[config.mk]
export PLATFORM = sky130hd
export DESIGN_NAME = ysyx_040066_lsu
export DESIGN_NICKNAME = d
export VERILOG_FILES = /design/src/rtl/ysyx_040066_pkg.sv /design/src/rtl/ysyx_040066_load_align.sv /design/src/rtl/ysyx_040066_lsu.sv
export SDC_FILE = /design/constraint.sdc
export NUM_CORES = 1
export LEC_CHECK = 0
export BUFFER_PORTS_ARGS = -buffer_cell sky130_fd_sc_hd__buf_2
export CORE_MARGIN = 5
export CORE_UTILIZATION = 45
export DETAILED_ROUTE_END_ITERATION = 10
export GPL_TIMING_DRIVEN = 0
export HOLD_SLACK_MARGIN = 0.15
export PLACE_DENSITY = 0.85
export SYNTH_ARGS = -nofsm -noshare
export SYNTH_HDL_FRONTEND = slang
export SYNTH_HIERARCHICAL = 1
export SYNTH_SLANG_ARGS = --single-unit
[constraint.sdc]
create_clock -name clk -period 1.9 [get_ports clk]
set_clock_uncertainty 0.1 [all_clocks]
set_input_delay 0.285 -clock clk [delete_from_list [all_inputs] [get_ports clk]]
set_output_delay 0.285 -clock clk [all_outputs]
set_load 0.02 [all_outputs]
[src/rtl/ysyx_040066_pkg.sv]
// Shared types for the ysyx_040066 load/store unit: FSM states, access sizes,
// error codes and the store lane helpers.
package ysyx_040066_pkg;

    typedef enum logic [1:0] {
        S_IDLE = 2'd0,
        S_REQ  = 2'd1,
        S_WAIT = 2'd2,
        S_DONE = 2'd3
    } lsu_state_e;

    localparam logic [1:0] SZ_B = 2'b00;
    localparam logic [1:0] SZ_H = 2'b01;
    localparam logic [1:0] SZ_W = 2'b10;
    localparam logic [1:0] SZ_D = 2'b11;

    localparam logic [1:0] ERR_NONE     = 2'b00;
    localparam logic [1:0] ERR_MISALIGN = 2'b01;
    localparam logic [1:0] ERR_BUS      = 2'b10;

    function automatic logic misaligned(input logic [1:0] size, input logic [2:0] a);
        case (size)
            SZ_H:    return a[0];
            SZ_W:    return a[1:0] != 2'b00;
            SZ_D:    return a != 3'b000;
            default: return 1'b0;
        endcase
    endfunction

    function automatic logic [7:0] store_wmask(input logic [1:0] size, input logic [2:0] a);
        case (size)
            SZ_B:    return 8'h01 << a;
            SZ_H:    return 8'h03 << {a[2:1], 1'b0};
            SZ_W:    return 8'h0f << {a[2], 2'b00};
            default: return 8'hff;
        endcase
    endfunction

    // Replicate the source across all lanes so the byte mask alone picks the target.
    function automatic logic [63:0] store_wdata(input logic [1:0] size, input logic [63:0] d);
        case (size)
            SZ_B:    return {8{d[7:0]}};
            SZ_H:    return {4{d[15:0]}};
            SZ_W:    return {2{d[31:0]}};
            default: return d;
        endcase
    endfunction

endpackage

[src/rtl/ysyx_040066_load_align.sv]
// Load data alignment: selects the addressed byte/half/word from the 64-bit bus
// beat and sign- or zero-extends it to 64 bits.
module ysyx_040066_load_align
    import ysyx_040066_pkg::*;
(
    input  logic [2:0]  addr_lo,
    input  logic [2:0]  mem_op,
    input  logic [63:0] rdata,
    output logic [63:0] data
);

    logic [63:0] shifted;
    logic        sext;

    always_comb begin
        shifted = rdata >> {addr_lo, 3'b000};
        sext    = ~mem_op[2];
        case (mem_op[1:0])
            SZ_B:    data = {{56{sext & shifted[7]}},  shifted[7:0]};
            SZ_H:    data = {{48{sext & shifted[15]}}, shifted[15:0]};
            SZ_W:    data = {{32{sext & shifted[31]}}, shifted[31:0]};
            default: data = shifted;
        endcase
    end

endmodule

[src/rtl/ysyx_040066_lsu.sv]
// Load/store unit: accepts one EX result at a time, performs at most one bus
// access (request/grant, then response) and presents the writeback to MEM/WB.
module ysyx_040066_lsu
    import ysyx_040066_pkg::*;
(
    input  logic        clk,
    input  logic        rst,
    input  logic        valid_in,
    output logic        in_ready,
    input  logic [63:0] addr_in,
    input  logic [63:0] wdata_in,
    input  logic [2:0]  MemOp_in,
    input  logic        MemRd_in,
    input  logic        MemWr_in,
    input  logic        RegWr_in,
    input  logic [4:0]  rd_in,
    output logic        mem_req,
    output logic        mem_we,
    output logic [63:0] mem_addr,
    output logic [63:0] mem_wdata,
    output logic [7:0]  mem_wmask,
    input  logic        mem_gnt,
    input  logic        mem_rvalid,
    input  logic [63:0] mem_rdata,
    input  logic        mem_err,
    output logic        valid_out,
    output logic [63:0] result,
    output logic [4:0]  rd,
    output logic        RegWr,
    output logic [1:0]  error,
    input  logic        block_out,
    output lsu_state_e  state_dbg
);

    // Handshakes: an input transfer happens on a clock edge with valid_in & in_ready;
    // a bus request is held stable until the edge with mem_req & mem_gnt, after which
    // the next mem_rvalid completes it; the output retires on valid_out & !block_out.

    lsu_state_e  state, state_n;
    logic [63:0] addr_q, wdata_q, load_data;
    logic [2:0]  memop_q;
    logic        memwr_q, regwr_q;
    logic        is_mem, is_mis;

    assign is_mem = MemRd_in | MemWr_in;
    assign is_mis = misaligned(MemOp_in[1:0], addr_in[2:0]);

    always_comb begin
        state_n = state;
        case (state)
            S_IDLE: if (valid_in) state_n = (is_mem && !is_mis) ? S_REQ : S_DONE;
            S_REQ:  if (mem_gnt) state_n = S_WAIT;
            S_WAIT: if (mem_rvalid) state_n = S_DONE;
            S_DONE: if (!block_out) state_n = S_IDLE;
            default: state_n = S_IDLE;
        endcase
    end

    always_ff @(posedge clk) begin
        if (!rst) state <= S_IDLE;
        else      state <= state_n;
    end

    assign state_dbg = state;
    assign in_ready  = (state == S_IDLE);
    assign valid_out = (state == S_DONE);
    assign mem_req   = (state == S_REQ);
    assign mem_we    = mem_req & memwr_q;
    assign mem_addr  = {addr_q[63:3], 3'b000};
    assign mem_wdata = store_wdata(memop_q[1:0], wdata_q);
    assign mem_wmask = (mem_req & memwr_q) ? store_wmask(memop_q[1:0], addr_q[2:0]) : 8'h00;

    ysyx_040066_load_align u_load_align (
        .addr_lo (addr_q[2:0]),
        .mem_op  (memop_q),
        .rdata   (mem_rdata),
        .data    (load_data)
    );

    always_ff @(posedge clk) begin
        if (!rst) begin
            addr_q  <= '0;
            wdata_q <= '0;
            memop_q <= '0;
            memwr_q <= 1'b0;
            regwr_q <= 1'b0;
            result  <= '0;
            rd      <= '0;
            RegWr   <= 1'b0;
            error   <= ERR_NONE;
        end else begin
            case (state)
                S_IDLE: if (valid_in) begin
                    addr_q  <= addr_in;
                    wdata_q <= wdata_in;
                    memop_q <= MemOp_in;
                    memwr_q <= MemWr_in;
                    regwr_q <= RegWr_in & ~MemWr_in;
                    rd      <= rd_in;
                    if (!is_mem) begin
                        result <= addr_in;
                        RegWr  <= RegWr_in;
                        error  <= ERR_NONE;
                    end else if (is_mis) begin
                        result <= '0;
                        RegWr  <= 1'b0;
                        error  <= ERR_MISALIGN;
                    end
                end
                S_WAIT: if (mem_rvalid) begin
                    if (mem_err) begin
                        result <= '0;
                        RegWr  <= 1'b0;
                        error  <= ERR_BUS;
                    end else begin
                        result <= memwr_q ? 64'd0 : load_data;
                        RegWr  <= regwr_q;
                        error  <= ERR_NONE;
                    end
                end
                default: ;
            endcase
        end
    end

endmodule

Word level (Yosys, flattened, before mapping)
Index checks and enable logic that the tools add are counted.
Word-level totals
  register bits: 207
  output and inout port bits: 214
  bits of input ports: 210
Operators by class
  muxes and demuxes: 30
  equality and inequality tests: 13
  reduce and logical (&&, ||, !) cells: 10
  bitwise gates (word level): 8
  shift-type cells: 4
Operators by type and width (count)
  two-way mux 64 bit: 6
  case mux 64 bit (3 select lines): 2
  case mux 64 bit (2 select lines): 1
  >> shifter 64 x 6 -> 64 bit: 1
  case mux 8 bit (3 select lines): 1
  two-way mux 2 bit: 10
  equality test 2 bit, second input constant: 5
  two-way mux 8 bit: 1
  case mux 2 bit (4 select lines): 1
  AND reduction 4 bit: 2
  << shifter 1 x 3 -> 8 bit, first input constant: 1
  << shifter 2 x 3 -> 8 bit, first input constant: 1
  << shifter 4 x 3 -> 8 bit, first input constant: 1
  equality test 2 x 1 -> 1 bit, second input constant: 3
  inequality test 2 bit, second input constant: 3
  bitwise AND 1 bit: 5
  two-way mux 1 bit: 5
  logical NOT 2 bit: 2
  case mux 2 bit (2 select lines): 1
  nonzero test 2 bit: 2
  inequality test 3 x 2 -> 1 bit, second input constant: 1
  case mux 1 bit (3 select lines): 1
  nonzero test 3 bit: 1
  inequality test 2 x 1 -> 1 bit, second input constant: 1
  other kinds (6): 7

Longest topological paths before layout
Gate-level depths: netlist of run 1.
  depth after elaboration: 7
  gate-level depth with buffers: 9
  depth with buffers taken out: 6

Cells and area by module
The synthesis of run 1 kept the hierarchy.
Modules (own cells, without submodules)
  ysyx_040066_lsu: area an instance 9494.1 um^2, instances 1, cells each 1147
  ysyx_040066_load_align: area an instance 2299.7 um^2, instances 1, cells each 264

Worst setup path after synthesis of run 1
Ideal clock, no wire load.
  path type: reg2reg
  start: reg state[0] (netlist: state_dbg[0])
  end: reg result[3]
  data arrival time: 1.987 ns
  cell stages (with the launch flop): 9
  path slack: -0.268 ns
  data required time: 1.719 ns
  library setup time: 0.081 ns
  cell sequence: dfxtp_1 -> inv_1 -> ha_1 -> nand2b_1 -> o211a_2 -> buf_2 -> clkbuf_1 -> a21oi_1 -> a211oi_2
Between the ends
  word-level cells in the longest chain between the ends: 3
  elaborated cells between the ends (all ways): 8
  classes of those cells: eq/ne: 4; mux: 1; reduce/logical: 3
Ends and longest elaborated chain
  start: declaration: line ysyx_040066_lsu.sv:39  | lsu_state_e state, state_n;
  start signal: assignment: line ysyx_040066_lsu.sv:61  | else state <= state_n;
  logical NOT 2 bit *
  net in_ready: line ysyx_040066_lsu.sv:9  | output logic in_ready,
  inequality test 3 x 2 -> 1 bit (no line), or another cell as far along
  AND reduction 4 bit (no line)
  end signal: assignment: line ysyx_040066_lsu.sv:101  | result <= addr_in;
  end signal: assignment: line ysyx_040066_lsu.sv:116  | result <= memwr_q ? 64'd0 : load_data;
  end: declaration: line ysyx_040066_lsu.sv:27  | output logic [63:0] result,
Mark *: on every way through the listed nets, which the timed path passes. The rest lies on a longest branch.
A chain may end at the register's enable or synchronous reset.

Final worst setup path of run 1
  start: reg addr_q[0]
  end: reg result[14]
Between the ends
  word-level cells in the longest chain between the ends: 7
Ends and longest elaborated chain
  start: declaration: line ysyx_040066_lsu.sv:40  | logic [63:0] addr_q, wdata_q, load_data;
  start signal: assignment: line ysyx_040066_lsu.sv:94  | addr_q <= addr_in;
  >> shifter 64 x 6 -> 64 bit *: line ysyx_040066_load_align.sv:16  | shifted = rdata >> {addr_lo, 3'b000};
  bitwise AND 1 bit: line ysyx_040066_load_align.sv:19  | SZ_B: data = {{56{sext & shifted[7]}}, shifted[7:0]};
  case mux 64 bit (3 select lines) *: line ysyx_040066_load_align.sv:18  | case (mem_op[1:0])
  net load_data[14]: line ysyx_040066_lsu.sv:40
  two-way mux 64 bit *: line ysyx_040066_lsu.sv:116
  two-way mux 64 bit *: line ysyx_040066_lsu.sv:111  | if (mem_err) begin
  two-way mux 64 bit *: line ysyx_040066_lsu.sv:110  | S_WAIT: if (mem_rvalid) begin
  case mux 64 bit (2 select lines) *: line ysyx_040066_lsu.sv:92  | case (state)
Mark *: on every way through the listed nets, which the timed path passes. The rest lies on a longest branch. The select of a mux whose other input is x is not followed.

==> results.sh, run 1 <==
export IMPL_status="finished with violations"
export IMPL_violations="setup timing"
export IMPL_critPathRequiredTime_ns=2.18
export IMPL_synth_warnings=6
export IMPL_grt_use_total_pct=39.61
export IMPL_grt_max_degree=13
export IMPL_peakVddDrop_uv=998.0
export IMPL_ioPinCount=424
export IMPL_die_area_um2=29550
export IMPL_worstPathMaxFanout=7
export IMPL_first_pass_iters=5
export IMPL_cp_end_kind="flip-flop"
export IMPL_synth_edff_count=0
export IMPL_drt_iter0_markers=1845
export IMPL_p_int_mw=15.56
export IMPL_syn_area_um2=11790
export IMPL_seq_area_frac_synth_pct=35.14
export IMPL_p_sw_share_pct=44.65
export IMPL_synthCells=1411
export IMPL_worstSetupPathType="reg2reg"
export IMPL_power_share_clock_pct=16.7
export IMPL_r2r_end="result[14]$_SDFFE_PN0P_"
export IMPL_rows=59
export IMPL_cts_sinks=207
export IMPL_rsz0062_at_grt="yes"
export IMPL_yosys_area_top_type="dfxtp_1"
export IMPL_synth_compound_area_share_pct=23.56
export IMPL_synth_adder_area_share_pct=0.5304
export IMPL_hold_violations=0
export IMPL_finalCritPeriodShare_pct=129.0
export IMPL_drive_gt1_share_pct=52.01
export IMPL_place_congestion=0.9948
export IMPL_timing_critical_path_to="result[14]$_SDFFE_PN0P_"
export IMPL_drv_cap=0
export IMPL_synth_simple_area_share_pct=14.85
export IMPL_die_h_um=171.9
export IMPL_drt_antenna_violating_nets=0
export IMPL_worst_setup_path_start_kind="flip-flop"
export IMPL_synthXorXnorAreaFrac_pct=0
export IMPL_drv_slew=0
export IMPL_finalSetupViolCount=132
export IMPL_synth_cell_types=48
export IMPL_cts_buffer_depth=3
export IMPL_ys_flop_type="dfxtp_1"
export IMPL_synth_top_area_share_pct=35.14
export IMPL_worst_slack_ns=-0.5519
export IMPL_route_detailed_drc=0
export IMPL_htreeDepth=1
export IMPL_power_frac_seq_pct=23.3
export IMPL_power_leakage_nw=8.738
export IMPL_clk_pin_slew_worst_paths_ns=0.07
export IMPL_max_freq_mhz=407.8
export IMPL_area_delta_synth_final_pct=75.39
export IMPL_die_w_um=171.9
export IMPL_hp_class="in2reg"
export IMPL_avgViaCountPerCell=6.249
export IMPL_syn_avg_cell_area_um2=8.358
export IMPL_critPathArrivalTime_ns=2.73
export IMPL_worst_slew_pin_slew_ns=0.9357
export IMPL_r2r_setup_slack_ns=-0.55
export IMPL_p_sw_mw=12.55
export IMPL_synth_top_family_by_area="compound AO/OA/AOI/OAI gates"
export IMPL_synth_top_cells_by_area="dfxtp_1, nand2_1, a21oi_1"
export IMPL_async_flop_share_pct=0
export IMPL_dpl_instance_area_um2=14440
export IMPL_insertion_delay_ns=0.53
export IMPL_power_density_nw_per_um2=1359
export IMPL_hpwl_mm=41.66
export IMPL_r2r_start="addr_q[0]$_SDFFE_PN0P_"
export IMPL_worstSetupStartpoint="addr_q[0]$_SDFFE_PN0P_"
export IMPL_core_area_um2=25910
export IMPL_cts_made_buffers=23
export IMPL_nNetsFinal=2343
export IMPL_relSlewSlack_pct=37.39
export IMPL_tritoncts="done"
export IMPL_grt_pass1_wl_mm=89.67
export IMPL_ys_seq_elements=207
export IMPL_p_comb_share_pct=60.0
export IMPL_grt_pass1_vias=15224
export IMPL_numPortBuffers=420
export IMPL_muxShareOfSynthArea_pct=15.36
export IMPL_wl_per_cell_um=26.74
export IMPL_vias=15567
export IMPL_r2r_worst_path_cells=9
export IMPL_wl_mm=66.61
export IMPL_post_route_min_period_ns=2.452
export IMPL_design_area_um2=20680
export IMPL_cts_root_buf="clkbuf_16"
export IMPL_start_util_pct=45.52
export IMPL_total_power_mw=28.11
export IMPL_antenna_found_initial=18
export IMPL_grt_ovfl_total=0
-- repair_timing --
| item | 4_1_cts | 5_1_grt |
|---|---|---|
| setup endpoints to repair | 253 | 254 |
| cloned | 15 | 4 |
| pin swaps | 122 | 94 |
| setup buffers | 80 | 44 |
| endpoints found under the hold margin | 207 | 0 |
| hold buffers | 143 | 0 |
| gates resized for setup | 516 | 221 |
-- how the worst min path moves through the flow --
stage          cells past startpoint             startpoint  slack [ns]                         to
6_report                           4             mem_rvalid        0.22  state_dbg[0]$_SDFFE_PN0P_
5_1_grt                            4             mem_rvalid        0.27  state_dbg[0]$_SDFFE_PN0P_
4_1_cts                            4             mem_rvalid        0.20  state_dbg[0]$_SDFFE_PN0P_
3_5_place_dp                       2     rd[0]$_SDFFE_PN0P_        0.35         rd[0]$_SDFFE_PN0P_
3_3_place_gp                       2  error[0]$_SDFFE_PN0P_        0.34      error[0]$_SDFFE_PN0P_
2_1_floorplan                      2             addr_in[2]        0.31     addr_q[2]$_SDFFE_PN0P_
-- flip-flops by register name (all words and copies together), names as in the netlist, 2 cells and up --
register and count:
memop_q 3, result 64, wdata_q 64, rd 5, error 2, state_dbg 2
addr_q 64
-- area by class of cell --
| class | count | area [µm²] |
|---|---|---|
| clock buffers | 33 | 643.1 |
| plain buffers | 202 | 1782 |
| inverters | 7 | 33.78 |
| multi-input cells | 991 | 8202 |
| clock inverters | 6 | 111.4 |
| diodes | 14 | 35.03 |
| flip-flops and latches | 207 | 4173 |
| well taps | 335 | 419.2 |
| fillers | 1485 | 5226 |
| repair buffers | 696 | 5286 |
-- metrics by stage --
stage,utilization [%],setup WS (ns),std cells,hold slack [ns],TNS (ns)
6_report,79.83,-0.5519,2491,0.2246,-39.80
5_1_grt,79.81,-0.5920,2489,0.2694,-46.26
4_1_cts,75.53,-0.4467,2443,0.2002,-34.34
3_5_place_dp,55.71,-1.021,2168,0.3458,-134.09
3_3_place_gp,55.71,-0.9925,2168,0.3364,-126.23
2_1_floorplan,-,-0.07188,1413,0.3135,-1.125
-- cells in the final DEF (no fill, tap or decap), types with 31 or more instances in the layout --
master	count
buf_2	389
mux4_2	31
buf_4	141
a21oi_1	199
nand2_1	317
dlygate4sd3_1	143
a211oi_2	49
a22oi_2	59
buf_6	102
mux2_4	32
dfxtp_1	196
-- power by group through the flow --
stage	Sequential, mW	Combinational [mW]	Clock (mW)
3_5_place_dp	6.45	11.5	0
5_1_grt	6.59	17.5	4.85
2_1_floorplan	7.07	6.98	0
4_1_cts	6.40	14.9	4.65
6_report	6.54	16.9	4.69
3_3_place_gp	6.40	11.3	0
-- worst max-delay path, cell delays in order (launching register included) --
cell and delay [ns]:
dfxtp_2 0.33, buf_6 0.14, buf_12 0.13, buf_12 0.13, buf_6 0.10, mux4_2 0.55, mux2i_2 0.38, o21ai_1 0.13
a22oi_1 0.21, a211oi_1 0.09
-- metal layers --
layer,global-route usage (%),share of wire (%),vias up
li1,-,-,6450
met1,42.54,32,7235
met4,29.19,10,12
met3,9.122,12,470
met2,68.02,46,1400
met5,0,0.12,-
-- cells in the mapped netlist, types with 6 or more instances --
cell and count:
o2bb2ai_1 9, o2111ai_1 15, a21oi_1 225, mux2_2 42, a211oi_2 29, nor2_1 32, buf_6 13, buf_1 19
a211oi_1 38, o211ai_1 8, nand2b_1 6, mux4_2 31, dfxtp_1 207, o21ai_0 13, nand2_1 324, nand4_1 26
nand3_1 13, clkbuf_1 69, a22oi_1 69, inv_1 6, mux2i_1 64, buf_4 81, buf_2 25
-- logic make-up after synthesis --
family          count (synthesis)
compound gates                422
flops                         207
other cells                     1
fa+ha+maj                       5
simple gates                  424
mux                           137
buf+inv                       215
Power figures use the tool's default switching activity.
==> inputs of run 2 (changes only) <==
--- a/config.mk
+++ b/config.mk
@@ -6,12 +6,15 @@
 export NUM_CORES = 1
 export LEC_CHECK = 0
 export BUFFER_PORTS_ARGS = -buffer_cell sky130_fd_sc_hd__buf_2
+export CELL_PAD_IN_SITES_DETAIL_PLACEMENT = 2
+export CELL_PAD_IN_SITES_GLOBAL_PLACEMENT = 2
 export CORE_MARGIN = 5
-export CORE_UTILIZATION = 45
+export CORE_UTILIZATION = 26
+export CTS_CLUSTER_DIAMETER = 120
 export DETAILED_ROUTE_END_ITERATION = 10
 export GPL_TIMING_DRIVEN = 0
 export HOLD_SLACK_MARGIN = 0.15
-export PLACE_DENSITY = 0.85
+export PLACE_DENSITY = 0.87
 export SYNTH_ARGS = -nofsm -noshare
 export SYNTH_HDL_FRONTEND = slang
 export SYNTH_HIERARCHICAL = 1
==> run 2 against run 1 <==
The flow still finishes with violations (setup timing); flip-flop and latch count is the same; cell count grew 12%; worst setup slack lost 0.12 ns; non-clock buffer count grew 24; clock power grew 14%; critical path type unchanged; largest cell class unchanged; largest power group unchanged.
==> results.sh, run 2 (synthesized netlist as in run 1, its figures left out) <==
export IMPL_grt_use_total_pct=33.79
export IMPL_path_delay_family="buffers and inverters"
export IMPL_cts_buffer_depth=3
export IMPL_peakVddDrop_uv=752.8
export IMPL_worstPathCellList="buf_8 -> mux2i_1 -> nand2_1 -> nand4_1 -> buf_6 -> buf_12 -> buf_8 -> buf_6 -> nand4_1 -> a22oi_1 -> a211oi_1"
export IMPL_slowest_stage="dfxtp_4"
export IMPL_slowest_delay_ns=0.39
export IMPL_grt_ovfl_total=0
export IMPL_rsz0062_at_grt="yes"
export IMPL_hp_class="in2reg"
export IMPL_hold_violations=0
export IMPL_status="finished with violations"
export IMPL_start_util_pct=26.16
export IMPL_fill_cells=4680
export IMPL_wl_mm=101.9
export IMPL_r2r_setup_slack_ns=-0.67
export IMPL_ioPinCount=424
export IMPL_first_pass_iters=5
export IMPL_cp_end_kind="flip-flop"
export IMPL_numPortBuffers=420
export IMPL_drt_iter0_markers=1222
export IMPL_dpl_instance_area_um2=14770
export IMPL_cts_sinks=207
export IMPL_drv_slew=0
export IMPL_cts_made_buffers=26
export IMPL_vias=16294
export IMPL_wl_per_cell_um=36.64
export IMPL_dp_cells=2433
export IMPL_insertion_delay_ns=0.58
export IMPL_min_path_cells=5
export IMPL_max_freq_mhz=388.7
export IMPL_most_common_layout_cells="buf_2, nand2_1, dfxtp_1"
export IMPL_design_area_um2=21780
export IMPL_die_area_um2=49720
export IMPL_finalCritPeriodShare_pct=135.4
export IMPL_tns_ns=-60.42
export IMPL_hold_path_startpoint="valid_in"
export IMPL_post_route_min_period_ns=2.573
export IMPL_r2r_worst_path_cells=11
export IMPL_fin_cells=2780
export IMPL_grt_pass1_vias=17589
export IMPL_route_detailed_drc=0
export IMPL_worst_slew_pin_slew_ns=1.146
export IMPL_finalSetupViolCount=176
export IMPL_htreeDepth=1
export IMPL_worst_setup_path_start_kind="flip-flop"
export IMPL_rows=78
export IMPL_die_w_um=223.0
export IMPL_r2r_end="result[35]$_SDFFE_PN0P_"
export IMPL_power_density_nw_per_um2=1473
export IMPL_hpwl_mm=51.51
export IMPL_clk_pin_slew_worst_paths_ns=0.07
export IMPL_tritoncts="done"
export IMPL_drv_cap=0
export IMPL_worstSetupPathType="reg2reg"
export IMPL_mostFrequentLayoutCell="buf_2"
export IMPL_reg_top3="addr_q (64), result (64), wdata_q (64)"
export IMPL_cts_root_buf="clkbuf_16"
export IMPL_worstHoldEndpoint="wdata_q[63]$_SDFFE_PN0P_"
export IMPL_violations="setup timing"
export IMPL_worstPathMaxFanout=8
export IMPL_core_area_um2=45090
export IMPL_dpl_worst_slack_ns=-1.056
export IMPL_area_delta_synth_final_pct=84.69
export IMPL_grt_pass1_wl_mm=126.8
export IMPL_avgViaCountPerCell=5.861
export IMPL_cp_buffers_inverters=5
export IMPL_critPathRequiredTime_ns=2.22
export IMPL_relSlewSlack_pct=23.61
export IMPL_worst_slack_ns=-0.6725
export IMPL_power_leakage_nw=9.037
export IMPL_die_h_um=223.0
export IMPL_antenna_found_initial=8
export IMPL_grt_max_degree=13
export IMPL_nNetsFinal=2370
export IMPL_drive_gt1_share_pct=54.44
export IMPL_place_congestion=1.020
export IMPL_critPathArrivalTime_ns=2.89
export IMPL_r2r_start="addr_q[1]$_SDFFE_PN0P_"
export IMPL_drt_antenna_violating_nets=0
## run 2: cell count changes in the layout (fill, tap and decap cells not counted), moves of 6 or more
cell,previous run,this run
a21oi_1,199,192
buf_8,16,24
a22oi_1,11,5
buf_6,102,117
a211oi_1,18,7
a211oi_2,49,59
buf_12,29,35
buf_2,389,372
clkbuf_2,22,14
a21oi_2,20,27
a22oi_2,59,65
buf_4,141,163
## run 2: worst register-to-register path, stage by stage, from the launching register on
cell	delay [ns]
dfxtp_4	0.39
buf_8	0.16
mux2i_1	0.32
nand2_1	0.15
nand4_1	0.20
buf_6	0.17
buf_12	0.16
buf_8	0.13
buf_6	0.10
nand4_1	0.14
a22oi_1	0.26
a211oi_1	0.14
## run 2: worst max-delay path by stage
stage,start,endpoint,slack (ns),cells after the start
2_1_floorplan,addr_q[0]$_SDFFE_PN0P_,result[6]$_SDFFE_PN0P_,-0.07,8
3_3_place_gp,state_dbg[0]$_SDFFE_PN0P_,wdata_q[30]$_SDFFE_PN0P_,-0.96,7
3_5_place_dp,state_dbg[0]$_SDFFE_PN0P_,wdata_q[30]$_SDFFE_PN0P_,-1.06,7
4_1_cts,memop_q[0]$_SDFFE_PN0P_,mem_wdata[40],-0.54,6
5_1_grt,addr_q[1]$_SDFFE_PN0P_,result[35]$_SDFFE_PN0P_,-0.72,11
6_report,addr_q[1]$_SDFFE_PN0P_,result[35]$_SDFFE_PN0P_,-0.67,11
## run 2: through the flow
stage | utilization (%) | power, mW | hold WS, ns
global route | 48.29 | 32.76 | 0.2357
finish | 48.31 | 32.08 | 0.2254
detailed placement | 32.75 | 18.78 | 0.3503
floorplan | - | 14.05 | 0.3135
global placement | 32.75 | 18.23 | 0.3381
CTS | 45.02 | 28.37 | 0.2015
## run 2: routing by layer
layer / routed length [µm] / GRT usage (%) / up-vias
met3: 8378 / 8.526 / 476
li1: - / - / 6506
met2: 50720 / 61.26 / 1206
met4: 8721 / 19.80 / 4
met5: 27 / 0 / -
met1: 34000 / 35.18 / 8102
## run 2: power by group
group / internal, mW / leakage [nW] / total [mW] / switching (mW)
clock network: 3.04 / 0.417 / 5.36 / 2.32
logic: 8.15 / 6.91 / 20.0 / 11.8
registers: 5.57 / 1.71 / 6.74 / 1.18
## run 2: cell type report
cell class                 count  area [µm²]  area share [%]
inverter                       7       33.78          0.1551
sequential                   207        4179           19.19
tap                          600       750.7           3.446
clock buffer                  39       770.7           3.538
clock inverter                 5       75.07          0.3446
multi-input combinational    991        8421           38.66
timing repair buffer         718        5654           25.96
buffer                       204        1876           8.611
antenna                        9       22.52          0.1034
## run 2: repair_timing
action | CTS | global route
setup buffers | 85 | 69
gates cloned | 12 | 6
endpoints found under the setup margin | 261 | 269
resized for setup | 553 | 317
pin swaps | 118 | 113
hold buffers | 143 | 0
hold endpoints to repair | 207 | 0
==> inputs of run 3 (changes only) <==
--- a/config.mk
+++ b/config.mk
@@ -5,16 +5,16 @@
 export SDC_FILE = /design/constraint.sdc
 export NUM_CORES = 1
 export LEC_CHECK = 0
-export BUFFER_PORTS_ARGS = -buffer_cell sky130_fd_sc_hd__buf_2
 export CELL_PAD_IN_SITES_DETAIL_PLACEMENT = 2
 export CELL_PAD_IN_SITES_GLOBAL_PLACEMENT = 2
 export CORE_MARGIN = 5
-export CORE_UTILIZATION = 26
+export CORE_UTILIZATION = 33
 export CTS_CLUSTER_DIAMETER = 120
 export DETAILED_ROUTE_END_ITERATION = 10
+export DONT_BUFFER_PORTS = 1
 export GPL_TIMING_DRIVEN = 0
 export HOLD_SLACK_MARGIN = 0.15
-export PLACE_DENSITY = 0.87
+export PLACE_DENSITY = 0.86
 export SYNTH_ARGS = -nofsm -noshare
 export SYNTH_HDL_FRONTEND = slang
 export SYNTH_HIERARCHICAL = 1
==> run 3 against run 2 <==
The run still ends with setup timing left; sequential power up 20%; largest cell class unchanged; die area down 20%; count of clock-buffer cells in the layout down 4; total power down 0.75%.
==> results.sh, run 3 (synthesized netlist as in run 1, its figures left out) <==
export IMPL_antenna_found_initial=10
export IMPL_start_util_pct=33.32
export IMPL_post_route_min_period_ns=2.593
export IMPL_drive_gt1_share_pct=48.23
export IMPL_critPathArrivalTime_ns=2.91
export IMPL_nNetsFinal=1929
export IMPL_dpl_instance_area_um2=12490
export IMPL_power_leakage_nw=7.295
export IMPL_cts_buffer_depth=3
export IMPL_peakVddDrop_uv=1146
export IMPL_worstSetupPathType="reg2reg"
export IMPL_rows=69
export IMPL_htreeDepth=1
export IMPL_p_int_mw=16.10
export IMPL_min_path_cells=4
export IMPL_first_pass_iters=5
export IMPL_cp_end_kind="flip-flop"
export IMPL_finalSetupViolCount=195
export IMPL_r2r_start="addr_q[1]$_SDFFE_PN0P_"
export IMPL_tritoncts="done"
export IMPL_relSlewSlack_pct=17.66
export IMPL_p_comb_share_pct=58.9
export IMPL_die_w_um=199.0
export IMPL_p_sw_share_pct=49.43
export IMPL_worstSetupStartpoint="addr_q[1]$_SDFFE_PN0P_"
export IMPL_power_density_nw_per_um2=1600
export IMPL_grt_max_degree=12
export IMPL_place_congestion=0.9451
export IMPL_violations="setup timing"
export IMPL_cts_sinks=207
export IMPL_drt_antenna_violating_nets=0
export IMPL_hpwl_mm=46.52
export IMPL_timing_critical_path_to="result[39]$_SDFFE_PN0P_"
export IMPL_die_h_um=199.0
export IMPL_drt_iter0_markers=1513
export IMPL_fill_cells=3378
export IMPL_mostFrequentLayoutCell="nand2_1"
export IMPL_area_delta_synth_final_pct=68.77
export IMPL_hold_ws_ns=0.1551
export IMPL_ioPinCount=424
export IMPL_numPortBuffers=0
export IMPL_hp_class="in2reg"
export IMPL_drv_slew=0
export IMPL_core_area_um2=35400
export IMPL_insertion_delay_ns=0.55
export IMPL_power_frac_seq_pct=25.4
export IMPL_wl_mm=99.66
export IMPL_most_common_layout_cells="nand2_1, dfxtp_1, dlygate4sd3_1"
export IMPL_r2r_end="result[39]$_SDFFE_PN0P_"
export IMPL_cts_made_buffers=25
export IMPL_cts_root_buf="clkbuf_16"
export IMPL_finalCritPeriodShare_pct=136.5
export IMPL_route_detailed_drc=0
export IMPL_wl_per_cell_um=45.30
export IMPL_reg_top3="addr_q (64), result (64), wdata_q (64)"
export IMPL_worst_slew_pin_slew_ns=1.235
export IMPL_r2r_setup_slack_ns=-0.69
export IMPL_clk_pin_slew_worst_paths_ns=0.07
export IMPL_worst_slack_ns=-0.6935
export IMPL_design_area_um2=19900
export IMPL_critPathRequiredTime_ns=2.22
export IMPL_vias=14921
export IMPL_worst_setup_path_start_kind="flip-flop"
export IMPL_r2r_worst_path_cells=10
export IMPL_status="finished with violations"
export IMPL_grt_pass1_vias=15520
export IMPL_hold_violations=0
export IMPL_die_area_um2=39620
export IMPL_grt_pass1_wl_mm=113.5
export IMPL_drv_cap=0
export IMPL_grt_ovfl_total=0
export IMPL_grt_use_total_pct=38.75
export IMPL_power_share_clock_pct=15.7
export IMPL_p_sw_mw=15.74
export IMPL_avgViaCountPerCell=6.782
export IMPL_rsz0062_at_grt="yes"
export IMPL_max_freq_mhz=385.6
export IMPL_worstPathMaxFanout=6
## run 3: worst min path at each step
stage	to	from	slack, ns
global route	error[0]$_SDFFE_PN0P_	MemRd_in	0.18
detailed placement	addr_q[1]$_SDFFE_PN0P_	addr_in[1]	0.33
finish	result[58]$_SDFFE_PN0P_	mem_rdata[58]	0.16
CTS	result[63]$_SDFFE_PN0P_	mem_rdata[63]	0.15
global placement	addr_q[2]$_SDFFE_PN0P_	addr_in[2]	0.32
floorplan	addr_q[2]$_SDFFE_PN0P_	addr_in[2]	0.31
## run 3: area by class of cell
cell class	count	area (µm²)	share of cell area (%)
Antenna cell	14	35.03	0.1760
Buffer	198	2011	10.10
Clock buffer	35	693.2	3.483
Clock inverter	3	65.06	0.3269
Inverter	7	33.78	0.1697
Multi-Input combinational cell	991	9104	45.74
Sequential cell	207	4178	20.99
Tap cell	461	576.8	2.898
Timing Repair Buffer	284	3208	16.12
## run 3: metal layers
metal | track usage (%) | up-vias | share of wire, %
li1 | - | 5609 | -
met1 | 39.13 | 7403 | 31
met2 | 69.57 | 1316 | 47
met3 | 11.87 | 589 | 11
met4 | 23.83 | 4 | 11
met5 | 0 | - | 0.088
## run 3: power by group through the flow
| stage | clock, mW | combinational, mW | sequential, mW |
|---|---|---|---|
| after floorplan | 0 | 6.98 | 7.07 |
| after CTS | 4.80 | 13.9 | 7.66 |
| final | 5.01 | 18.8 | 8.07 |
| after detailed placement | 0 | 9.50 | 7.67 |
| after global routing | 5.16 | 18.9 | 8.05 |
| after global placement | 0 | 9.14 | 7.61 |
## run 3: critical path: stages (launching register included)
cell,delay (ns)
dfxtp_4,0.42
buf_12,0.16
mux2i_1,0.20
nand2_1,0.14
nand4_1,0.19
buf_6,0.17
buf_6,0.11
buf_6,0.12
nand4_1,0.38
a22oi_1,0.34
a211oi_1,0.12
## run 3: what timing repair did
action,4_1_cts,5_1_grt
resized for setup,534,400
hold buffers,151,1
setup buffers,66,51
endpoints found under the hold margin,207,4
pin swaps,126,200
cloned,15,12
setup endpoints to repair,261,260
## run 3: per-stage QoR
stage          util (%)  power [mW]  instances  setup TNS, ns  setup WS (ns)
2_1_floorplan         -       14.05       1413         -1.125       -0.07188
3_3_place_gp      35.29       16.75       1874        -167.13         -1.234
3_5_place_dp      35.29       17.17       1874        -179.42         -1.221
4_1_cts           50.34       26.32       2140         -33.58        -0.4648
5_1_grt           56.22       32.16       2198         -55.10        -0.6892
6_report          56.23       31.84       2200         -50.66        -0.6935
